## config.mk

```make
export PLATFORM = sky130hd
export DESIGN_NAME = led_scan_scheduler
export DESIGN_NICKNAME = d
export VERILOG_FILES = /design/src/rtl/led_scan_scheduler.sv
export SDC_FILE = /design/constraint.sdc
export NUM_CORES = 1
export LEC_CHECK = 0
export CAP_MARGIN = 10
export CORE_ASPECT_RATIO = 1.4
export CORE_UTILIZATION = 25
export DETAILED_ROUTE_END_ITERATION = 16
export DONT_BUFFER_PORTS = 1
export PLACE_DENSITY = 0.48
export RECOVER_POWER = 100
export SLEW_MARGIN = 20
export SYNTH_ARGS = -nofsm -noshare
export SYNTH_HDL_FRONTEND = slang
export SYNTH_SLANG_ARGS = --single-unit
```

## constraint.sdc

```tcl
create_clock -name clock -period 3.6 [get_ports clock]
set_input_delay 0.72 -clock clock [delete_from_list [all_inputs] [get_ports clock]]
set_output_delay 0.72 -clock clock [all_outputs]
set_load 0.005 [all_outputs]
```

## src/rtl/led_scan_scheduler.sv

```systemverilog
// led_scan_scheduler
//   Time-multiplexed driver for an 8-digit seven-segment display. Each digit gets
//   one slot of TICK_DIV clocks; the first BLANK_CYCLES clocks of a slot keep every
//   anode off so the previous digit's segments cannot ghost into the next digit.
//   The host writes a shadow bank and commits it. The active bank is updated only
//   at a frame boundary, where the scan wraps from digit 7 back to digit 0.
//   Record/play status is overlaid live on digits 7 and 6.
// Ports
//   clock, reset          : system clock; synchronous active-high reset
//   wr_valid/wr_ready     : shadow write handshake (wr_digit, wr_value)
//   wr_commit             : request a shadow->active copy at the next frame boundary
//   record, play          : overlay enables; record wins when both are high
//   recordNum/clipPlayNum : clip number shown on digit 6 (0=clip1, 1=clip2)
//   anode                 : active-low digit enables; anode[i] selects digit i
//   cathode               : active-low segments {a,b,c,d,e,f,g}
//   frame_start           : one-cycle pulse as each new digit-0 slot begins
module led_scan_scheduler #(
    parameter int TICK_DIV     = 12500,
    parameter int BLANK_CYCLES = 16
) (
    input  logic       clock,
    input  logic       reset,
    input  logic       wr_valid,
    output logic       wr_ready,
    input  logic [2:0] wr_digit,
    input  logic [4:0] wr_value,
    input  logic       wr_commit,
    input  logic       record,
    input  logic       play,
    input  logic       recordNum,
    input  logic       clipPlayNum,
    output logic [7:0] anode,
    output logic [6:0] cathode,
    output logic       frame_start
);

    localparam int CW = (TICK_DIV > 1) ? $clog2(TICK_DIV) : 1;

    localparam logic [6:0] SEG_R     = 7'b1111010;
    localparam logic [6:0] SEG_P     = 7'b0011000;
    localparam logic [6:0] SEG_ONE   = 7'b1001111;
    localparam logic [6:0] SEG_TWO   = 7'b0010010;
    localparam logic [6:0] SEG_BLANK = 7'h7F;

    typedef enum logic {BLANK, SHOW} state_t;

    state_t          state, state_nx;
    logic [CW-1:0]   slot_cnt;
    logic [2:0]      idx;
    logic            commit_pending;
    logic [7:0][4:0] shadow, active;

    logic            slot_wrap, frame_wrap;
    logic [7:0]      anode_nx;
    logic [6:0]      cathode_nx;

    function automatic logic [6:0] glyph(input logic [4:0] v);
        logic [6:0] s;
        if (v[4]) s = SEG_BLANK;
        else begin
            case (v[3:0])
                4'h0: s = 7'b0000001;  4'h1: s = 7'b1001111;
                4'h2: s = 7'b0010010;  4'h3: s = 7'b0000110;
                4'h4: s = 7'b1001100;  4'h5: s = 7'b0100100;
                4'h6: s = 7'b0100000;  4'h7: s = 7'b0001111;
                4'h8: s = 7'b0000000;  4'h9: s = 7'b0000100;
                4'hA: s = 7'b0001000;  4'hB: s = 7'b1100000;
                4'hC: s = 7'b0110001;  4'hD: s = 7'b1000010;
                4'hE: s = 7'b0110000;  default: s = 7'b0111000;
            endcase
        end
        return s;
    endfunction

    assign slot_wrap  = (slot_cnt == CW'(TICK_DIV - 1));
    assign frame_wrap = slot_wrap && (idx == 3'd7);
    // Ready simply mirrors "no commit outstanding": it drops the cycle after a
    // commit is accepted and returns the cycle after the copy clears it.
    assign wr_ready   = !commit_pending;

    always_comb begin
        state_nx   = state;
        anode_nx   = 8'hFF;
        cathode_nx = SEG_BLANK;

        if (slot_wrap)
            state_nx = BLANK;
        else if (slot_cnt == CW'(BLANK_CYCLES - 1))
            state_nx = SHOW;

        if (state == SHOW) begin
            anode_nx   = ~(8'd1 << idx);
            cathode_nx = glyph(active[idx]);
            // Overlay inputs are used as sampled this cycle, never latched.
            if (record) begin
                if (idx == 3'd7)      cathode_nx = SEG_R;
                else if (idx == 3'd6) cathode_nx = recordNum ? SEG_TWO : SEG_ONE;
            end else if (play) begin
                if (idx == 3'd7)      cathode_nx = SEG_P;
                else if (idx == 3'd6) cathode_nx = clipPlayNum ? SEG_TWO : SEG_ONE;
            end
        end
    end

    always_ff @(posedge clock) begin
        if (reset) begin
            state          <= BLANK;
            slot_cnt       <= '0;
            idx            <= '0;
            commit_pending <= 1'b0;
            shadow         <= {8{5'h10}};
            active         <= {8{5'h10}};
            anode          <= 8'hFF;
            cathode        <= SEG_BLANK;
            frame_start    <= 1'b0;
        end else begin
            state       <= state_nx;
            slot_cnt    <= slot_wrap ? '0 : slot_cnt + 1'b1;
            if (slot_wrap)
                idx <= idx + 3'd1;
            anode       <= anode_nx;
            cathode     <= cathode_nx;
            frame_start <= frame_wrap;

            if (wr_valid && wr_ready)
                shadow[wr_digit] <= wr_value;
            if (wr_commit && wr_ready)
                commit_pending <= 1'b1;
            // Pending is tested before this edge updates it. A commit that is
            // accepted on the wrap edge therefore waits a full frame.
            if (frame_wrap && commit_pending) begin
                active         <= shadow;
                commit_pending <= 1'b0;
            end
        end
    end

endmodule

```

==> results.md <==
* Outcome: completed
* Cells along the critical path: mux4_2 -> mux2i_1 -> inv_1 -> ha_1 -> inv_1 -> mux2i_1 -> o32ai_1 -> nor2_1
* Post-synth EDFFs at 0
* RSZ-0062 raised after global routing: no
* Final Setup Violations at 0
* Post-DP Area at 5290 um2
* Top-count cell post-synth: dfxtp_1
* Pre-antenna DRT Iters at 6
* Die H at 171 um
* Core area at 19900 um2
* Vias per cell at 4.59
* Worst Max-Slew Pin Slew at 0.797 ns
* Final core occ at 28.9%
* Placed wire-length estimate at 7550 um
* Final wirelength at 11100 um
* Critical Path AT at 3.04 ns
* Num ports at 33
* Synth cell types at 54
* Cell row count at 61
* GRT Residual Overflow at 0
* Setup repair bufs after CTS at 0
* Async SR Flop Fraction at 0%
* Initial Util at 25.6%
* Minimum clock period at 2.76 ns
* Crit end category: flip-flop
* Net count after synthesis at 563
* Initial antenna violation count at 0
* Post-Synthesis Mean Instance Area at 9.56 um2
* Nets at 555
* Vias at 3624
* Register area share after synthesis at 45.1%
* Area added between synthesis and finish at 13.0%
* PortBufs at 0
* Final Power at 0.00294 W
* GRT Util Overall at 11.4%
* Period utilization at 76.6%
* Cts repair resizes at 0
* Synth Cell Area at 5100 um2
* Routed len/inst at 14.0 um
* Critical path startpoint category: flip-flop
* Req. time, crit path at 3.89 ns
* Ant diodes at 0
* Fmax at 362 MHz
* Hold Startpoint: reset
* Post-synth top area cell: dfxtp_1
* Clock edge transition at the registers on the reported setup and hold paths at 0.05 ns
* Slowest cell delay on critical path at 0.56 ns
* Drt drc at 0
* Setup TNS at 0 ns
* Max-cap viol count at 0
* TritonCTS clock tree: done
* Flip-flop and latch count after synthesis at 115
* Top cells by area, synth: dfxtp_1, mux2i_1, nand2_1
* Synth top area share at 45.1%
* Worst slew margin at 46.9%
* Fin. Hold Viols at 0
* CTS Buf Count at 17
* Vias in the first global route at 3445
* Hold_buf cts at 0
* Die outline width at 123 um
* Final WS setup at 0.841 ns
* WS Path Type: flip-flop to flip-flop
* Clk root buf: clkbuf_16
* Share of cells above drive strength 1 at 14.3%
* Post-Synthesis Cells at 534
* Cell leakage power at 2.15 nW
* Largest net degree at the start of global routing at 88
* CTS H-tree lvls at 4
* Pwr per Cell Area at 510 nW/um2
* Yosys warns at 0
* Critical path fanouts, max at 8
* CTS Buffer Depth at 2
* Post-route cell area at 5770 um2
* Final Slew Violations at 0
* Crit. Startpoint: idx[0]
* Ys flop type: dfxtp_1
* 1st-iter DRT viols at 254
* Slowest cell on crit path: dfxtp_1
* Routability cong. at 0.833
* Reg2reg start: idx[0]
* First-pass GRT wire length at 18000 um
* Pre-CTS setup slack at 0.838 ns
* Clk sinks at 115
* Peak supply drop at 0.296 mV
* Post-route antenna net violation count at 0
* Worst hold path class: input port to flip-flop
* Commonest cells in the netlist: dfxtp_1, nand2_1, nor2_1
* Clock latency at the later pin of the worst-skew pair at 0.41 ns
* Clk_skew at 0.0105 ns
* Die area at 21000 um2
[cell usage in the layout, fill, tap and decap left out, types with 2 or more instances in the layout]
| master | Yosys | layout |
|---|---|---|
| dfxtp_1 | 115 | 115 |
| nand2_1 | 82 | 103 |
| nor2_1 | 68 | 68 |
| mux2i_1 | 39 | 39 |
| a21oi_2 | 31 | 30 |
| clkbuf_16 | 0 | 17 |
| nand3_1 | 13 | 13 |
| ha_1 | 13 | 13 |
| mux4_2 | 10 | 10 |
| nand3b_1 | 10 | 10 |
| inv_1 | 9 | 9 |
| xor2_1 | 8 | 8 |
| nand4_1 | 7 | 7 |
| nor2b_1 | 7 | 7 |
| a211o_1 | 7 | 7 |
| clkbuf_1 | 23 | 7 |
| xnor2_1 | 6 | 6 |
| clkbuf_8 | 0 | 6 |
| o21ai_0 | 3 | 4 |
| o21a_1 | 4 | 4 |
| nor3_1 | 4 | 4 |
| buf_4 | 1 | 4 |
| nor4_1 | 2 | 3 |
| a21oi_1 | 2 | 3 |
| o22ai_1 | 3 | 3 |
| clkinv_2 | 0 | 3 |
| nand2b_1 | 2 | 2 |
| mux2_2 | 2 | 2 |
| nor3b_1 | 2 | 2 |
| o32ai_1 | 2 | 2 |
| o2111ai_1 | 2 | 2 |
| o211ai_1 | 2 | 2 |
| and3_1 | 3 | 2 |
| and4_1 | 2 | 2 |
[report_power, final]
group          switching (W)  total [W]  internal [W]
clock               0.000551    0.00160       0.00105
sequential        0.00000780    0.00129       0.00129
combinational      0.0000209  0.0000403     0.0000194
total               0.000580    0.00294       0.00236
[critical path: cells and delay by family, from the launching register on]
kind / cells / cell delay, ns
buffers and inverters: 2 / 0.24
AOI/OAI and AO/OA: 1 / 0.30
adders and majority gates: 1 / 0.28
and+or+nand+nor: 1 / 0.09
muxes: 3 / 1.15
DFF: 1 / 0.56
[kinds of logic after synthesis]
logic type,Yosys count,synth area share [%]
AO/OA/AOI/OAI,64,10.2
multiplexers,53,13.2
AND/OR/NAND/NOR,231,21.5
flip-flops,115,45.1
XOR/XNOR,14,2.40
buffers and inverters,44,4.44
adder cells (fa/ha/maj),13,3.19
[path summary, 6_finish.rpt]
kind	to	slack [ns]	cells after the start
worst max-delay path	cathode[3]	0.84	8
worst max register to register	cathode[3]	0.84	8
worst min-delay path	commit_pending	0.39	1
worst min register to register	active[18]	0.45	2
[flip-flops by register name (all words and copies together), names as in the netlist]
name / flops
active: 40
shadow: 40
slot_cnt: 14
anode: 8
cathode: 7
idx: 3
commit_pending: 1
frame_start: 1
state: 1
[per-stage QoR]
step | hold slack [ns] | std cells
final | 0.390 | 790
after global routing | 0.372 | 790
after CTS | 0.374 | 790
after detailed placement | 0.442 | 759
after global placement | 0.436 | 759
after floorplan | 0.426 | 534
[layer usage]
metal  GRT usage, %  vias to the layer above  part of all wire (%)
met5              0                        -                     0
met4           5.51                        0                   1.7
met3           3.43                       15                   3.8
met2           19.3                       79                    51
met1           12.8                     1734                    43
li1               -                     1796                     -
[cell type report]
| type | count | area (um2) |
|---|---|---|
| fillers | 2077 | 14200 |
| clock buffers | 27 | 523 |
| clock inverters | 4 | 45.0 |
| multi-input cells | 375 | 2500 |
| repair buffers | 7 | 41.3 |
| flip-flops and latches | 115 | 2300 |
| inverters | 10 | 37.5 |
| well taps | 252 | 315 |
Note: power is estimated with default switching activity, not from simulation.
